<file path="src/rtl/tx_frame_packer.sv">
// tx_frame_packer: packs each contiguous tx_en run into a frame with a trailing XOR checksum byte.
// Latency: first-word fall-through; a frame becomes readable right after the edge that writes its checksum.
// Backpressure: a valid/ready read side; a frame that runs out of space or exceeds MAX_LEN is dropped whole.
module tx_frame_packer #(
   parameter int DEPTH   = 16,
   parameter int MAX_LEN = 8
) (
   input  logic       i_clk,
   input  logic       i_rst,
   input  logic [7:0] i_txd,
   input  logic       i_tx_en,
   output logic [7:0] o_dout,
   output logic       o_dout_valid,
   input  logic       i_dout_ready,
   output logic       o_dout_last,
   output logic       o_frame_drop,
   output logic [7:0] o_frame_cnt
);

   localparam int AW = $clog2(DEPTH);
   localparam int LW = $clog2(MAX_LEN + 1);
   // Writing a byte is allowed only while at least two slots are free,
   // so the checksum of an accepted frame always has a slot waiting.
   localparam logic [AW:0]   C_USED_MAX = (AW + 1)'(DEPTH - 2);
   localparam logic [LW-1:0] C_MAX_LEN  = LW'(MAX_LEN);

   typedef enum logic [1:0] {S_IDLE, S_COLLECT, S_DISCARD} state_t;

   state_t      r_state;
   logic [AW:0] r_wr_ptr;     // speculative: includes the frame being collected
   logic [AW:0] r_cm_ptr;     // committed: end of the last complete frame
   logic [AW:0] r_rd_ptr;
   logic [7:0]  r_chk;
   logic [LW-1:0] r_len;
   logic        r_frame_drop;
   logic [7:0]  r_frame_cnt;
   // Each entry is {data, last}
   logic [8:0]  r_mem [DEPTH];

   logic [AW:0] w_used;
   logic        w_room;
   logic        w_wr_en;
   logic [8:0]  w_wr_dat;
   logic        w_rd_en;

   assign w_used  = r_wr_ptr - r_rd_ptr;
   assign w_room  = (w_used <= C_USED_MAX);
   assign w_rd_en = o_dout_valid & i_dout_ready;

   // Decode which entry (payload byte or checksum) is written this cycle
   always_comb begin
      w_wr_en  = 1'b0;
      w_wr_dat = {i_txd, 1'b0};
      case (r_state)
         S_IDLE: w_wr_en = i_tx_en & w_room;
         S_COLLECT: begin
            if (i_tx_en) begin
               w_wr_en = (r_len != C_MAX_LEN) & w_room;
            end else begin
               w_wr_en  = 1'b1;
               w_wr_dat = {r_chk, 1'b1};
            end
         end
         default: w_wr_en = 1'b0;
      endcase
   end

   // Storage array, deliberately not reset
   always_ff @(posedge i_clk) begin
      if (w_wr_en) r_mem[r_wr_ptr[AW-1:0]] <= w_wr_dat;
   end

   // Input FSM: collect, commit on frame end, roll back on drop
   always_ff @(posedge i_clk or posedge i_rst) begin
      if (i_rst) begin
         r_state      <= S_IDLE;
         r_wr_ptr     <= '0;
         r_cm_ptr     <= '0;
         r_chk        <= '0;
         r_len        <= '0;
         r_frame_drop <= 1'b0;
         r_frame_cnt  <= '0;
      end else begin
         r_frame_drop <= 1'b0;
         case (r_state)
            S_IDLE: begin
               if (i_tx_en) begin
                  if (w_room) begin
                     r_wr_ptr <= r_wr_ptr + 1'b1;
                     r_chk    <= i_txd;
                     r_len    <= LW'(1);
                     r_state  <= S_COLLECT;
                  end else begin
                     r_frame_drop <= 1'b1;
                     r_state      <= S_DISCARD;
                  end
               end
            end
            S_COLLECT: begin
               if (i_tx_en) begin
                  if ((r_len == C_MAX_LEN) || !w_room) begin
                     r_wr_ptr     <= r_cm_ptr;
                     r_frame_drop <= 1'b1;
                     r_len        <= '0;
                     r_state      <= S_DISCARD;
                  end else begin
                     r_wr_ptr <= r_wr_ptr + 1'b1;
                     r_chk    <= r_chk ^ i_txd;
                     r_len    <= r_len + 1'b1;
                  end
               end else begin
                  r_wr_ptr    <= r_wr_ptr + 1'b1;
                  r_cm_ptr    <= r_wr_ptr + 1'b1;
                  r_frame_cnt <= r_frame_cnt + 1'b1;
                  r_len       <= '0;
                  r_state     <= S_IDLE;
               end
            end
            S_DISCARD: begin
               if (!i_tx_en) r_state <= S_IDLE;
            end
            default: r_state <= S_IDLE;
         endcase
      end
   end

   // Read pointer advances on each accepted output byte
   always_ff @(posedge i_clk or posedge i_rst) begin
      if (i_rst) r_rd_ptr <= '0;
      else if (w_rd_en) r_rd_ptr <= r_rd_ptr + 1'b1;
   end

   assign o_dout_valid = (r_rd_ptr != r_cm_ptr);
   assign o_dout       = o_dout_valid ? r_mem[r_rd_ptr[AW-1:0]][8:1] : 8'd0;
   assign o_dout_last  = o_dout_valid ? r_mem[r_rd_ptr[AW-1:0]][0] : 1'b0;
   assign o_frame_drop = r_frame_drop;
   assign o_frame_cnt  = r_frame_cnt;

endmodule

</file>
<file path="config.mk">
export PLATFORM = sky130hd
export DESIGN_NAME = tx_frame_packer
export DESIGN_NICKNAME = d
export VERILOG_FILES = /design/src/rtl/tx_frame_packer.sv
export SDC_FILE = /design/constraint.sdc
export NUM_CORES = 1
export LEC_CHECK = 0
export BUFFER_PORTS_ARGS = -buffer_cell sky130_fd_sc_hd__buf_4
export CORE_UTILIZATION = 55
export CTS_CLUSTER_DIAMETER = 120
export DETAILED_ROUTE_END_ITERATION = 10
export GPL_TIMING_DRIVEN = 0
export MAX_ROUTING_LAYER = met4
export PLACE_DENSITY = 0.78
export SLEW_MARGIN = 20
export SYNTH_ARGS = -nofsm -noshare
export SYNTH_HDL_FRONTEND = slang
export SYNTH_SLANG_ARGS = --single-unit
</file>
<file path="constraint.sdc">
create_clock -name i_clk -period 3.75 [get_ports i_clk]
set_input_delay 0 -clock i_clk [delete_from_list [all_inputs] [get_ports i_clk]]
set_output_delay 0 -clock i_clk [all_outputs]
set_load 0.01 [all_outputs]
</file>
==> results.json, run 1 <==
{
  "gr_util_all_layers_pct": 25.92,
  "final_period_minus_worst_setup_slack_ps": 3636,
  "cts_buffers": 17,
  "async_flop_share_pct": 20.88,
  "finalSetupViolCount": 0,
  "tritoncts": "yes",
  "post_drt_wl_per_cell_um": 23.85,
  "powerDensity_mw_per_mm2": 835.9,
  "post_route_cells_drive_above_1_share_pct": 29.83,
  "area_delta_synth_final_pct": 18.92,
  "critPathArrivalTime_ps": 3780,
  "io_pins": 31,
  "switching_share_pct": 35.99,
  "io_buffers": 30,
  "yosysMostFrequentCell": "sky130_fd_sc_hd__edfxtp_1",
  "worst-path-max-fanout": 10,
  "max-clock-path-buffers": 2,
  "synth_flop_cell": "sky130_fd_sc_hd__edfxtp_1",
  "routed_wirelength_mm": 17.24,
  "synth.top_cells.by_area": "sky130_fd_sc_hd__edfxtp_1 55%, sky130_fd_sc_hd__mux4_2 13%, sky130_fd_sc_hd__dfrtp_1 12%, sky130_fd_sc_hd__ha_1 1.9%, sky130_fd_sc_hd__xnor2_1 1.6%",
  "maximum_achievable_frequency_mhz": 275.0,
  "worst_hold_path_type": "input pin to asynchronous set/reset pin",
  "intPower_w": 0.004982,
  "synth_enable_flop_cells": 144,
  "drc": 0,
  "drt_first_pass_iters": 6,
  "synth_seq_area_share_pct": 67.37,
  "grt_pass1_vias": 4544,
  "finalWorstSetupSlack_ps": 114.1,
  "worstPathCellList": "inv_1, ha_1, fa_1, nand2b_1, a21oi_2, xnor2_2, o31ai_4, buf_6, nand3_2, nor3_4, buf_12",
  "post_synth_instance_area_sq_mm": 0.007830,
  "clock_latency_ps": 430,
  "drt.antenna.violating_nets": 0,
  "seq_power_share_pct": 35.8,
  "fp.coreArea_sq_mm": 0.01388,
  "hold_violations": 0,
  "max-vdd-ir-drop_mv": 0.7088,
  "max_slew_margin_pct": 22.26,
  "stdcell_count": 723,
  "netlist.area_leader.share_pct": 55.23,
  "place.detailed.instances": 674,
  "chipHeight_um": 121.3,
  "cts_root_buf": "sky130_fd_sc_hd__clkbuf_16",
  "timing.critical_path.slowest_stage_cell": "sky130_fd_sc_hd__dfrtp_1",
  "cpPeakStageDelay_ps": 530,
  "sequential_cell_area_in_the_final_layout_sq_mm": 0.005275,
  "syn-num-nets": 488,
  "cts.sink_count": 182,
  "nets": 555,
  "number_of_register_bits_inferred_by_synthesis": 182,
  "routed-via-count": 4492,
  "netlist.top_cell.by_area": "sky130_fd_sc_hd__edfxtp_1",
  "insertedDiodeCount": 0,
  "max_cap_violations": 0,
  "clkPwrFrac_pct": 23.3,
  "fp.dieW_um": 121.3,
  "timing_max_transition_violations_final": 0,
  "detail_route.iter0.violations": 380,
  "post_synth_most_frequent_cells": "144 x sky130_fd_sc_hd__edfxtp_1, 45 x sky130_fd_sc_hd__mux4_2, 38 x sky130_fd_sc_hd__dfrtp_1",
  "setup.worst_path.class": "flip-flop to flip-flop",
  "die_area_sq_mm": 0.01472,
  "worst_slew_pin_slew_ps": 1166,
  "power_switching_w": 0.002801,
  "rows": 43,
  "final_replace_weighted_congestion": 0.8437,
  "initial_core_util_pct": 56.41,
  "leakagePower_nw": 3.226,
  "fillCellCount": 906,
  "htreeDepth": 4,
  "clk_pin_slew_worst_paths_ps": 70,
  "timing.clock.skew_ps": 7.294,
  "post-dp-hpwl_mm": 10.53,
  "run_status": "complete, no violations",
  "layout_worst_path_cycle_share_pct": 96.96,
  "yosys.cell_types.count": 44,
  "multi_input_area_sq_mm": 0.002587,
  "power.share.combinational_pct": 40.9,
  "global_route_total_overflow": 0,
  "grt_start_max_net_pins": 33,
  "post-place-ws_ps": -1035,
  "initial_antenna_violation_count": 0,
  "timing.critical_path.from_type": "flip-flop",
  "grt_pass1_wl_mm": 26.13,
  "yosysWarningCount": 0,
  "syn_avg_cell_area_sq_um": 16.91,
  "data_required_time_of_the_worst_path_ps": 3900,
  "drt-vias-per-instance": 6.213,
  "syn-instance-count": 463,
  "total_power_w": 0.007783,
  "end_kind": "flip-flop"
}
metrics by stage:
stage                     utilization, %  hold WS (ps)  TNS (ps)  area, sq um
final                              67.08         24.54         0         9311
after detailed placement           59.94        -77.37   -136040         8320
after global placement             59.69         251.1   -129230         8285
after global routing               67.08         35.39    -30.38         9311
after CTS                          66.81         19.74         0         9274
after floorplan                        -         132.3    -597.4         7835
power by group through the flow:
stage | registers (W) | clock network [W] | logic (W)
floorplan | 0.00274 | 0 | 0.00201
global placement | 0.00277 | 0 | 0.00277
detailed placement | 0.00279 | 0 | 0.00289
CTS | 0.00278 | 0.00182 | 0.00308
global route | 0.00281 | 0.00188 | 0.00341
finish | 0.00279 | 0.00181 | 0.00319
logic make-up (layout without fill, tap and decap cells):
| group | after synthesis | after routing | synth area share (%) |
|---|---|---|---|
| flip-flops | 182 | 182 | 67.37 |
| buffers and inverters | 33 | 113 | 1.822 |
| adder cells (fa/ha/maj) | 13 | 13 | 2.173 |
| AND/OR/NAND/NOR | 117 | 117 | 7.926 |
| AO/OA/AOI/OAI | 36 | 36 | 3.244 |
| XOR/XNOR | 23 | 23 | 2.573 |
| multiplexers | 59 | 59 | 14.89 |
layout make-up:
| class | instances | share of cell area (%) |
|---|---|---|
| buffer | 21 | 1.196 |
| clock buffer | 17 | 4.569 |
| clock inverter | 15 | 1.908 |
| inverter | 11 | 0.4434 |
| multi-input combinational | 248 | 27.79 |
| sequential | 182 | 56.65 |
| tap | 180 | 2.419 |
| timing repair buffer | 49 | 5.026 |
path summary, 6_finish.rpt:
kind	end	slack [ps]	from	cells after the start
max in group asynchronous	r_chk[4]	3290	i_rst	4
worst min register to register	o_frame_cnt[7]	480	o_frame_cnt[7]	1
worst max-delay path	r_mem[0][4]	110	r_wr_ptr[0]	11
worst max register to register	r_mem[0][4]	110	r_wr_ptr[0]	11
worst min-delay path	r_cm_ptr[2]	20	i_rst	3
min in group i_clk	r_rd_ptr[0]	80	i_dout_ready	3
worst max-delay path, delay by kind of cell, from the launching register on:
family	cells	cell delay [ps]
AO/OA/AOI/OAI	2	650
XOR/XNOR	1	220
adder cells (fa/ha/maj)	2	660
buffers and inverters	3	540
flip-flops	1	530
AND/OR/NAND/NOR	3	750
state kept, by name, indices dropped and copies added (netlist names):
register      cells
o_frame_drop      1
r_mem           144
r_len             4
r_state           2
r_rd_ptr          5
o_frame_cnt       8
r_chk             8
r_cm_ptr          5
r_wr_ptr          5
per-layer routing:
metal	global-route usage, %	up-vias	part of all wire, %
met5	-	-	0
met3	4.605	37	5.9
met2	41.62	174	51
met1	33.27	2328	40
li1	-	1953	-
met4	9.722	0	2.4
timing repair:
action | in CTS | in global routing
endpoints found under the hold margin | 47 | 0
setup buffers | 7 | 1
setup endpoints to repair | 152 | 144
pin swaps | 5 | 2
cloned | 0 | 0
hold buffers | 10 | 0
gates resized for setup | 37 | 5
placed cells by master, fill, tap and decap left out, types with 12 or more instances in the layout:
| cell | netlist | final |
|---|---|---|
| sky130_fd_sc_hd__edfxtp_1 | 144 | 144 |
| sky130_fd_sc_hd__xnor2_1 | 14 | 13 |
| sky130_fd_sc_hd__nand4_1 | 12 | 12 |
| sky130_fd_sc_hd__dfrtp_1 | 38 | 38 |
| sky130_fd_sc_hd__mux4_2 | 45 | 45 |
| sky130_fd_sc_hd__ha_1 | 12 | 12 |
| sky130_fd_sc_hd__clkbuf_16 | 0 | 17 |
| sky130_fd_sc_hd__nand2_1 | 21 | 21 |
| sky130_fd_sc_hd__buf_4 | 1 | 35 |
| sky130_fd_sc_hd__nor2_1 | 27 | 15 |
| sky130_fd_sc_hd__nor2_4 | 0 | 12 |
Power figures use the tool's default switching activity.
==> inputs of run 2 (changes only) <==
Settings changed: ABC_AREA from default to 1, ABC_CLOCK_PERIOD_IN_PS from default to 3750.
==> run 2 against run 1 <==
Combinational power increased by 2%. Fmax increased by 4.4%. Sequential power decreased by 3%. Setup slack improved by 150 ps. Die area increased by 4.4%. Critical path depth decreased by 2. Critical path type unchanged.
==> results.json, run 2 <==
{
  "worst_slew_pin_slew_ps": 1095,
  "tritoncts": "yes",
  "nets": 841,
  "yosys.cell_types.count": 31,
  "finalSetupViolCount": 0,
  "max_cap_violations": 0,
  "synth_enable_flop_cells": 144,
  "synth_xor_area_share_pct": 2.677,
  "routed-via-count": 5968,
  "async_flop_share_pct": 20.88,
  "yosysMostFrequentCell": "sky130_fd_sc_hd__edfxtp_1",
  "worst-path-max-fanout": 10,
  "total_power_w": 0.007693,
  "powerDensity_mw_per_mm2": 825.3,
  "grt_pass1_wl_mm": 29.68,
  "layout_commonest_cell": "sky130_fd_sc_hd__edfxtp_1",
  "cts.sink_count": 182,
  "layout.core_utilization_pct": 64.14,
  "hold_violations": 0,
  "critPathArrivalTime_ps": 3540,
  "synthMuxAreaShare_pct": 0,
  "insertedDiodeCount": 0,
  "rsz0062_at_grt": "false",
  "die_area_sq_mm": 0.01536,
  "leakagePower_nw": 3.519,
  "global_route_total_overflow": 0,
  "synth.top_cells.by_area": "sky130_fd_sc_hd__edfxtp_1 53%, sky130_fd_sc_hd__dfrtp_1 12%, sky130_fd_sc_hd__nand2_1 5.9%, sky130_fd_sc_hd__o21ai_0 5.9%, sky130_fd_sc_hd__nor2_1 5.2%",
  "post_drt_wl_per_cell_um": 19.02,
  "synth_adder_area_share_pct": 2.081,
  "complex_gate_fraction_of_the_synthesized_area_pct": 11.35,
  "drt_first_pass_iters": 5,
  "finalWorstSetupSlack_ps": 266.2,
  "fp.coreArea_sq_mm": 0.01453,
  "cpPeakStageDelay_ps": 820,
  "timing_max_transition_violations_final": 0,
  "worst_hold_path_type": "input pin to flip-flop",
  "initial_core_util_pct": 56.27,
  "maximum_achievable_frequency_mhz": 287.0,
  "syn-num-nets": 781,
  "post-dp-hpwl_mm": 12.96,
  "grt_start_max_net_pins": 39,
  "post-place-ws_ps": 282.4,
  "rows": 44,
  "routed_wirelength_mm": 19.27,
  "chipHeight_um": 123.9,
  "syn_avg_cell_area_sq_um": 10.82,
  "final_period_minus_worst_setup_slack_ps": 3484,
  "clock_latency_ps": 430,
  "fp.dieW_um": 123.9,
  "critPathMostFrequentCell": "sky130_fd_sc_hd__a21oi_1",
  "htreeDepth": 4,
  "netlist.area_leader.share_pct": 52.88,
  "end_kind": "flip-flop",
  "post_synth_most_frequent_cells": "144 x sky130_fd_sc_hd__edfxtp_1, 129 x sky130_fd_sc_hd__nand2_1, 113 x sky130_fd_sc_hd__nor2_1",
  "cts_buffers": 17,
  "io_buffers": 30,
  "timing.critical_path.slowest_stage_cell": "sky130_fd_sc_hd__a21oi_1",
  "run_status": "complete, no violations",
  "crit_family": "compound AO/OA/AOI/OAI gates",
  "io_pins": 31,
  "grt_pass1_vias": 5813,
  "layout_worst_path_cycle_share_pct": 92.90,
  "cts_setup_buffers": 0,
  "worstPathCellList": "inv_1, clkbuf_1, ha_1, a21oi_1, nand3_1, nand2_4, nand4_2, buf_2, a21oi_1",
  "post_route_cells_drive_above_1_share_pct": 12.91,
  "drc": 0,
  "flip_flop_count_of_the_largest_register_all_copies_and_words_added": 144,
  "data_required_time_of_the_worst_path_ps": 3800,
  "detail_route.iter0.violations": 694,
  "setup.worst_path.class": "flip-flop to flip-flop",
  "area_delta_synth_final_pct": 13.98,
  "cts_root_buf": "sky130_fd_sc_hd__clkbuf_16",
  "netlist.top_cell.by_area": "sky130_fd_sc_hd__edfxtp_1",
  "synth_seq_area_share_pct": 64.50,
  "timing.clock.skew_ps": 6.269,
  "mostFrequentLayoutCells": "144 x sky130_fd_sc_hd__edfxtp_1, 129 x sky130_fd_sc_hd__nand2_1, 113 x sky130_fd_sc_hd__nor2_1",
  "max-vdd-ir-drop_mv": 0.5243,
  "timing.critical_path.from_type": "flip-flop",
  "syn-instance-count": 756,
  "setup_tns_ps": 0,
  "drt.antenna.violating_nets": 0,
  "post_synth_instance_area_sq_mm": 0.008178,
  "final_replace_weighted_congestion": 0.8820,
  "drt-vias-per-instance": 5.891,
  "max-clock-path-buffers": 2,
  "yosys.area_share.simple_pct": 15.22,
  "fin_hold_ws_ps": 12.50,
  "initial_antenna_violation_count": 0,
  "fillCellCount": 1138,
  "clk_pin_slew_worst_paths_ps": 60,
  "max_slew_margin_pct": 26.50,
  "number_of_register_bits_inferred_by_synthesis": 182,
  "synth_flop_cell": "sky130_fd_sc_hd__edfxtp_1",
  "buffers_and_inverters_on_the_worst_path": 3,
  "yosysWarningCount": 0,
  "gr_util_all_layers_pct": 27.69,
  "synth_top_family_by_area": "simple AND/OR/NAND/NOR gates"
}
## run 2: final cells by class
type	count	area, sq um	share of cell area, %
Clock buffer	20	446.7	4.792
Timing Repair Buffer	41	332.8	3.570
Sequential cell	182	5275	56.59
Inverter	46	172.7	1.852
Tap cell	184	230.2	2.470
Clock inverter	12	130.1	1.396
Multi-Input combinational cell	493	2566	27.53
Buffer	35	167.7	1.799
## run 2: metal layers
metal	share of wire [%]	GRT usage [%]	up-vias	wire length, um
li1	-	-	2746	-
met1	41	32.93	2901	7916
met2	50	46.77	271	9700
met3	5.7	5.037	50	1105
met4	2.8	11.16	0	547
met5	0	-	-	0
## run 2: final timing paths
| kind | slack, ps | from | depth (start not counted) | to |
|---|---|---|---|---|
| worst max register to register | 270 | r_rd_ptr[3] | 9 | r_mem[14][6] |
| worst min register to register | 490 | o_frame_cnt[7] | 1 | o_frame_cnt[7] |
| worst max-delay path | 270 | r_rd_ptr[3] | 9 | r_mem[14][6] |
| worst min-delay path | 10 | i_txd[6] | 5 | r_chk[6] |
| max in group asynchronous | 2950 | i_rst | 3 | r_chk[5] |
| min in group asynchronous | 290 | i_rst | 3 | o_frame_cnt[3] |
## run 2: worst register-to-register path: cells and delay by family, from the launching register on
family,cells,cell delay [ps]
AOI/OAI and AO/OA,2,1000
buffers and inverters,3,820
and+or+nand+nor,3,470
DFF,1,430
adders and majority gates,1,380
## run 2: logic make-up (layout without fill, tap and decap cells)
kind of cell    after synthesis  in the layout
compound gates              163            163
xor+xnor                     25             25
fa+ha+maj                    13             13
buf+inv                      81            154
flops                       182            182
simple gates                292            292
## run 2: where the power goes
part | switching [W] | internal [W]
clock network | 0.000742 | 0.000996
registers | 0.000194 | 0.00252
logic | 0.00216 | 0.00108
total | 0.00310 | 0.00460
## run 2: what timing repair did
item	CTS	global route
endpoints found under the hold margin	52	0
resized for setup	0	0
hold buffers	10	0
## run 2: through the flow
step	cells	cell area, sq um
global route	1013	9321
global placement	970	8633
finish	1013	9321
CTS	1013	9321
floorplan	756	8178
detailed placement	971	8645
